**src/rtl/sr_cmd_debouncer.sv**
```systemverilog
// -----------------------------------------------------------------------------
// sr_cmd_debouncer
//
// Converts two raw, bouncy push-buttons (set, reset) into clean, mutually
// exclusive one-cycle command pulses for a downstream SR flip-flop. Each
// button is synchronised, debounced and rising-edge detected. The two request
// streams are then arbitrated, and a hold-off window follows every command.
// The flip-flop therefore never sees s = r = 1.
//
// Parameters
//   DB_CYCLES      : cycles sync2 must differ from the stable value before the
//                    stable value flips (>= 2)
//   HOLDOFF_CYCLES : cycles after a command or conflict during which new
//                    requests are dropped (>= 1)
//
// Ports
//   clk        in  : single clock, rising edge
//   rst        in  : synchronous, active-high reset
//   set_btn    in  : raw asynchronous set button
//   reset_btn  in  : raw asynchronous reset button
//   s          out : registered one-cycle set pulse
//   r          out : registered one-cycle reset pulse
//   conflict   out : registered one-cycle pulse when both requests coincide
//   busy       out : high while the hold-off window is active
// -----------------------------------------------------------------------------
module sr_cmd_debouncer #(
  parameter int DB_CYCLES      = 16,
  parameter int HOLDOFF_CYCLES = 4
) (
  input  logic clk,
  input  logic rst,
  input  logic set_btn,
  input  logic reset_btn,
  output logic s,
  output logic r,
  output logic conflict,
  output logic busy
);

  localparam int DB_W = $clog2(DB_CYCLES) + 1;
  localparam int HO_W = $clog2(HOLDOFF_CYCLES) + 1;

  localparam logic [DB_W-1:0] DB_LAST   = DB_W'(DB_CYCLES - 1);
  localparam logic [HO_W-1:0] HOLD_LOAD = HO_W'(HOLDOFF_CYCLES - 1);

  typedef enum logic {
    IDLE = 1'b0,
    HOLD = 1'b1
  } state_t;

  // Channel 0 is set, channel 1 is reset.
  logic [1:0]      raw;
  logic [1:0]      sync1;
  logic [1:0]      sync2;
  logic [1:0]      stable;
  logic [1:0]      stable_d;
  logic [DB_W-1:0] db_cnt [2];
  logic [1:0]      req;

  state_t          state_q,    state_d;
  logic [HO_W-1:0] hold_cnt_q, hold_cnt_d;
  logic            s_d, r_d, conflict_d;

  assign raw = {reset_btn, set_btn};

  // ---------------------------------------------------------------------------
  // Synchroniser, debounce and edge-detect state for both channels. This logic
  // runs continuously and does not depend on the FSM state.
  // ---------------------------------------------------------------------------
  // NOTE: sequential state uses non-blocking assignments so that every flop
  // samples values from before the edge. This is what makes sync1 -> sync2 a
  // real two-stage chain.
  always_ff @(posedge clk) begin
    if (rst) begin
      sync1    <= '0;
      sync2    <= '0;
      stable   <= '0;
      stable_d <= '0;
      for (int ch = 0; ch < 2; ch++) begin
        db_cnt[ch] <= '0;
      end
    end else begin
      sync1    <= raw;
      sync2    <= sync1;
      stable_d <= stable;
      for (int ch = 0; ch < 2; ch++) begin
        if (sync2[ch] != stable[ch]) begin
          // Flip only after DB_CYCLES consecutive differing samples. Any cycle
          // that agrees with the stable value restarts the count, which is
          // what rejects bounce.
          if (db_cnt[ch] == DB_LAST) begin
            stable[ch] <= sync2[ch];
            db_cnt[ch] <= '0;
          end else begin
            db_cnt[ch] <= db_cnt[ch] + 1'b1;
          end
        end else begin
          db_cnt[ch] <= '0;
        end
      end
    end
  end

  // Only a press (0 -> 1 of the debounced value) raises a request. A release
  // raises none.
  assign req = stable & ~stable_d;

  // ---------------------------------------------------------------------------
  // Arbitration / hold-off FSM
  // ---------------------------------------------------------------------------
  always_ff @(posedge clk) begin
    if (rst) begin
      state_q    <= IDLE;
      hold_cnt_q <= '0;
      s          <= 1'b0;
      r          <= 1'b0;
      conflict   <= 1'b0;
    end else begin
      state_q    <= state_d;
      hold_cnt_q <= hold_cnt_d;
      s          <= s_d;
      r          <= r_d;
      conflict   <= conflict_d;
    end
  end

  // NOTE: every signal driven here gets a default before the case statement.
  // A path that leaves one unassigned would infer a latch.
  always_comb begin
    state_d    = state_q;
    hold_cnt_d = hold_cnt_q;
    s_d        = 1'b0;
    r_d        = 1'b0;
    conflict_d = 1'b0;

    unique case (state_q)
      IDLE: begin
        if (req != 2'b00) begin
          // Both requests at once are reported as a conflict instead of being
          // passed on. This keeps s = r = 1 away from the flip-flop.
          s_d        = (req == 2'b01);
          r_d        = (req == 2'b10);
          conflict_d = (req == 2'b11);
          state_d    = HOLD;
          hold_cnt_d = HOLD_LOAD;
        end
      end
      HOLD: begin
        // Requests are ignored here, including one that arrives in the exit
        // cycle. They are dropped, not queued.
        if (hold_cnt_q == '0) begin
          state_d = IDLE;
        end else begin
          hold_cnt_d = hold_cnt_q - 1'b1;
        end
      end
      default: state_d = IDLE;
    endcase
  end

  // state_q is a flop, so busy rises on the same edge as the command pulse.
  // It stays high for exactly HOLDOFF_CYCLES cycles.
  assign busy = (state_q == HOLD);

endmodule

```
**config.mk**
```make
export PLATFORM = sky130hd
export DESIGN_NAME = sr_cmd_debouncer
export DESIGN_NICKNAME = d
export VERILOG_FILES = /design/src/rtl/sr_cmd_debouncer.sv
export SDC_FILE = /design/constraint.sdc
export NUM_CORES = 1
export LEC_CHECK = 0
export BUFFER_PORTS_ARGS = -buffer_cell sky130_fd_sc_hd__buf_4
export CAP_MARGIN = 10
export CORE_MARGIN = 2
export CORE_UTILIZATION = 50
export CTS_CLUSTER_DIAMETER = 120
export DETAILED_ROUTE_END_ITERATION = 10
export PLACE_DENSITY = 0.65
export SYNTH_ARGS = -nofsm -noshare
export SYNTH_HDL_FRONTEND = slang
export SYNTH_SLANG_ARGS = --single-unit
```
**constraint.sdc**
```tcl
create_clock -name clk -period 2.7 [get_ports clk]
set_input_delay 0.54 -clock clk [delete_from_list [all_inputs] [get_ports clk]]
set_output_delay 0.54 -clock clk [all_outputs]
set_load 0.02 [all_outputs]
```
==> run_results.csv <==
group,metric,value,unit
routing,drtPass1Iterations,3,
logic_synthesis,synth_edf_count,10,
sta,final-hold-violation-count,0,
routing,ant_nets,0,
clock_network,clk_latency,310,ps
power,seqPwrFrac,68.9,%
placed_design,dpl_cell_area,0.00115,mm^2
logic_synthesis,synth.top_cell.area_share,29.2,%
cells_and_area,drive_above_1_share,11.7,%
logic_synthesis,synthAdderAreaFrac,7.29,%
grt,grt_use_total,13.3,%
floorplan,chipWidth,49.4,um
power,p_comb_share,4.2,%
power,p_per_area,504,mW/mm^2
power,p_leak,0.000491,uW
routing,remaining_drc_errors,0,
setup_path,crit_type,"reg -> reg",
cells_and_area,final-seq-area,601,um^2
cells_and_area,syn_to_final_growth,13.9,%
outcome,outcome,"complete, no violations",
placed_design,finalWeightedCongestion,0.785,
logic_synthesis,synth_xor_area_share,5.10,%
cells_and_area,final_area,0.00117,mm^2
logic_synthesis,syn_inst,92,
grt,first_global_vias,603,
setup_path,cp-end-kind,"register",
grt,grt_max_degree,16,
power,clock_power_share,26.8,%
sta,final.setup_skew,9.10,ps
setup_path,rrSetupSlack,970,ps
logic_synthesis,yosysMostFrequentCell,"nor2_1",
worst_hold_path,min_path_type,"in -> reg",
routing,routed_via_density,4.51,
sta,fin_crit,1730,ps
routing,drtIter0Drc,3,
logic_synthesis,yosys.area.top_type,"dfxtp_1",
sta,rsz0062_at_grt,"false",
logic_synthesis,synthFlopType,"dfxtp_1",
grt,grt_pass1_wl,2440,um
logic_synthesis,synthSimpleGateAreaFrac,19.6,%
clock_network,path_clk_slew,130,ps
floorplan,start_util,52.5,%
sta,fin_crit_sh,64.2,%
clock_network,cts_buffers,3,
cells_and_area,stdcell_count,138,
floorplan,dieArea,0.00244,mm^2
logic_synthesis,synth_area_leaders,"dfxtp_1 29%, edfxtp_1 29%, ha_1 7.3%",
clock_network,holdBufCountCts,0,
placed_design,dpl.hpwl,1030,um
clock_network,cts_resized,0,
logic_synthesis,synth_top_family_by_area,"simple AND/OR/NAND/NOR gates",
sta,fin_tns_setup,0,ps
grt,overflow,0,
routing,wl_per_cell,9.67,um
cells_and_area,nets,122,
grt,antenna_found_initial,0,
placed_design,dp_slack,985,ps
logic_synthesis,yosysWarnings,0,
sta,clock.fmax,577,MHz
clock_network,htreeDepth,1,
logic_synthesis,ys_ff_latch,25,
clock_network,cts_tree,"yes",
logic_synthesis,synth_mux_area_share,1.94,%
clock_network,cts_sinks,25,
sta,drv_slew,0,
sta,setup_viol,0,
logic_synthesis,ys_types,23,
logic_synthesis,ys_top_cells_by_count,"17 x nor2_1, 15 x dfxtp_1, 10 x edfxtp_1",
setup_path,required,2880,ps
logic_synthesis,synth-compound-area-share,4.13,%
placed_design,dp_cells,134,
floorplan,die_y,49.4,um
clock_network,cts_root_buf,"clkbuf_4",
cells_and_area,multi_input_area,429,um^2
sta,setup_ws,965,ps
power,p_int,471,uW
logic_synthesis,syn_area_per_cell,11.2,um^2
routing,route.vias.total,622,
cells_and_area,fillers,195,
power,p_sw,119,uW
routing,totalWireLength,1330,um
setup_path,crit_path_start_kind,"register",
clock_network,cts_buffer_depth,2,
logic_synthesis,netlist_area,0.00103,mm^2
flow_run,drv_cap,0,
floorplan,core_area,0.00196,mm^2
power,ir_drop,0.297,mV
logic_synthesis,synthArstFlopShare,0,%
clock_network,post_cts_buffers,0,
floorplan,fp-row-count,16,
setup_path,worstPathArrival,1920,ps
setup_path,path_max_fanout,5,
floorplan,num_io_pins,8,
power,swShare,20.2,%
cells_and_area,antenna_cells,0,
placed_design,io_buffers,7,
logic_synthesis,yosysSeqAreaShare,58.3,%
through the flow:
step	power, uW	util [%]	hold slack [ps]
after floorplan	433	-	414
after CTS	600	59.8	430
final	591	59.8	438
after global placement	440	58.4	421
after global routing	627	59.8	436
after detailed placement	441	58.4	430
area by class of cell:
cell class                 count  share of cell area, %
timing repair buffer           7                   4.48
tap                           27                   2.88
multi-input combinational     67                   36.6
sequential                    25                   51.2
clock buffer                   4                   2.24
inverter                       8                   2.56
state kept, by name, summed over array words and instances (netlist names):
register    flops
db_cnt         10
busy            1
s               1
r               1
sync2           2
stable          2
sync1           2
stable_d        2
hold_cnt_q      3
conflict        1
power groups by stage:
stage	clock network, uW	logic [uW]	registers [uW]
after floorplan	0	18.3	414
after global placement	0	24.6	415
after detailed placement	0	25.3	416
after CTS	168	25.3	407
after global routing	188	30.2	409
final	159	25.1	407
critical path, cell delays in order, from the launching register on:
cell and delay, ps:
edfxtp_1 450, ha_1 250, and3_1 190, ha_1 210
or3_4 410, nor2_1 110
path summary, 6_finish.rpt:
| path | depth (start not counted) | endpoint | from |
|---|---|---|---|
| worst max register to register | 5 | db_cnt[0][2] | db_cnt[0][0] |
| worst min-delay path | 2 | sync1[0] | set_btn |
| worst min register to register | 1 | sync2[0] | sync1[0] |
| worst max-delay path | 5 | db_cnt[0][2] | db_cnt[0][0] |
placed cells by master (no fill, tap or decap), drive strengths merged:
cell type	count
nor2	17
dfxtp	15
edfxtp	10
conb	10
inv	8
nor2b	8
buf	7
ha	6
xnor2	4
clkbuf	4
and3	2
mux2i	2
and2b	2
nor4	2
nand2	2
or3	2
nand3	2
xor2	2
or2b	1
o31ai	1
o31a	1
a21o	1
a21oi	1
a221oi	1
kinds of logic after synthesis:
family / after synthesis
simple gates: 38
flops: 25
buf+inv: 9
fa+ha+maj: 6
xor+xnor: 6
compound gates: 5
mux: 2
other cells: 1
routing by layer:
layer | up-vias | share of wire [%] | GRT usage [%]
met5 | - | 0 | 0
met4 | 0 | 0.60 | 5.56
met3 | 2 | 3.5 | 2.76
met2 | 10 | 43 | 20.5
met1 | 277 | 53 | 18.1
li1 | 333 | - | -
(Power assumes the default switching activity.)
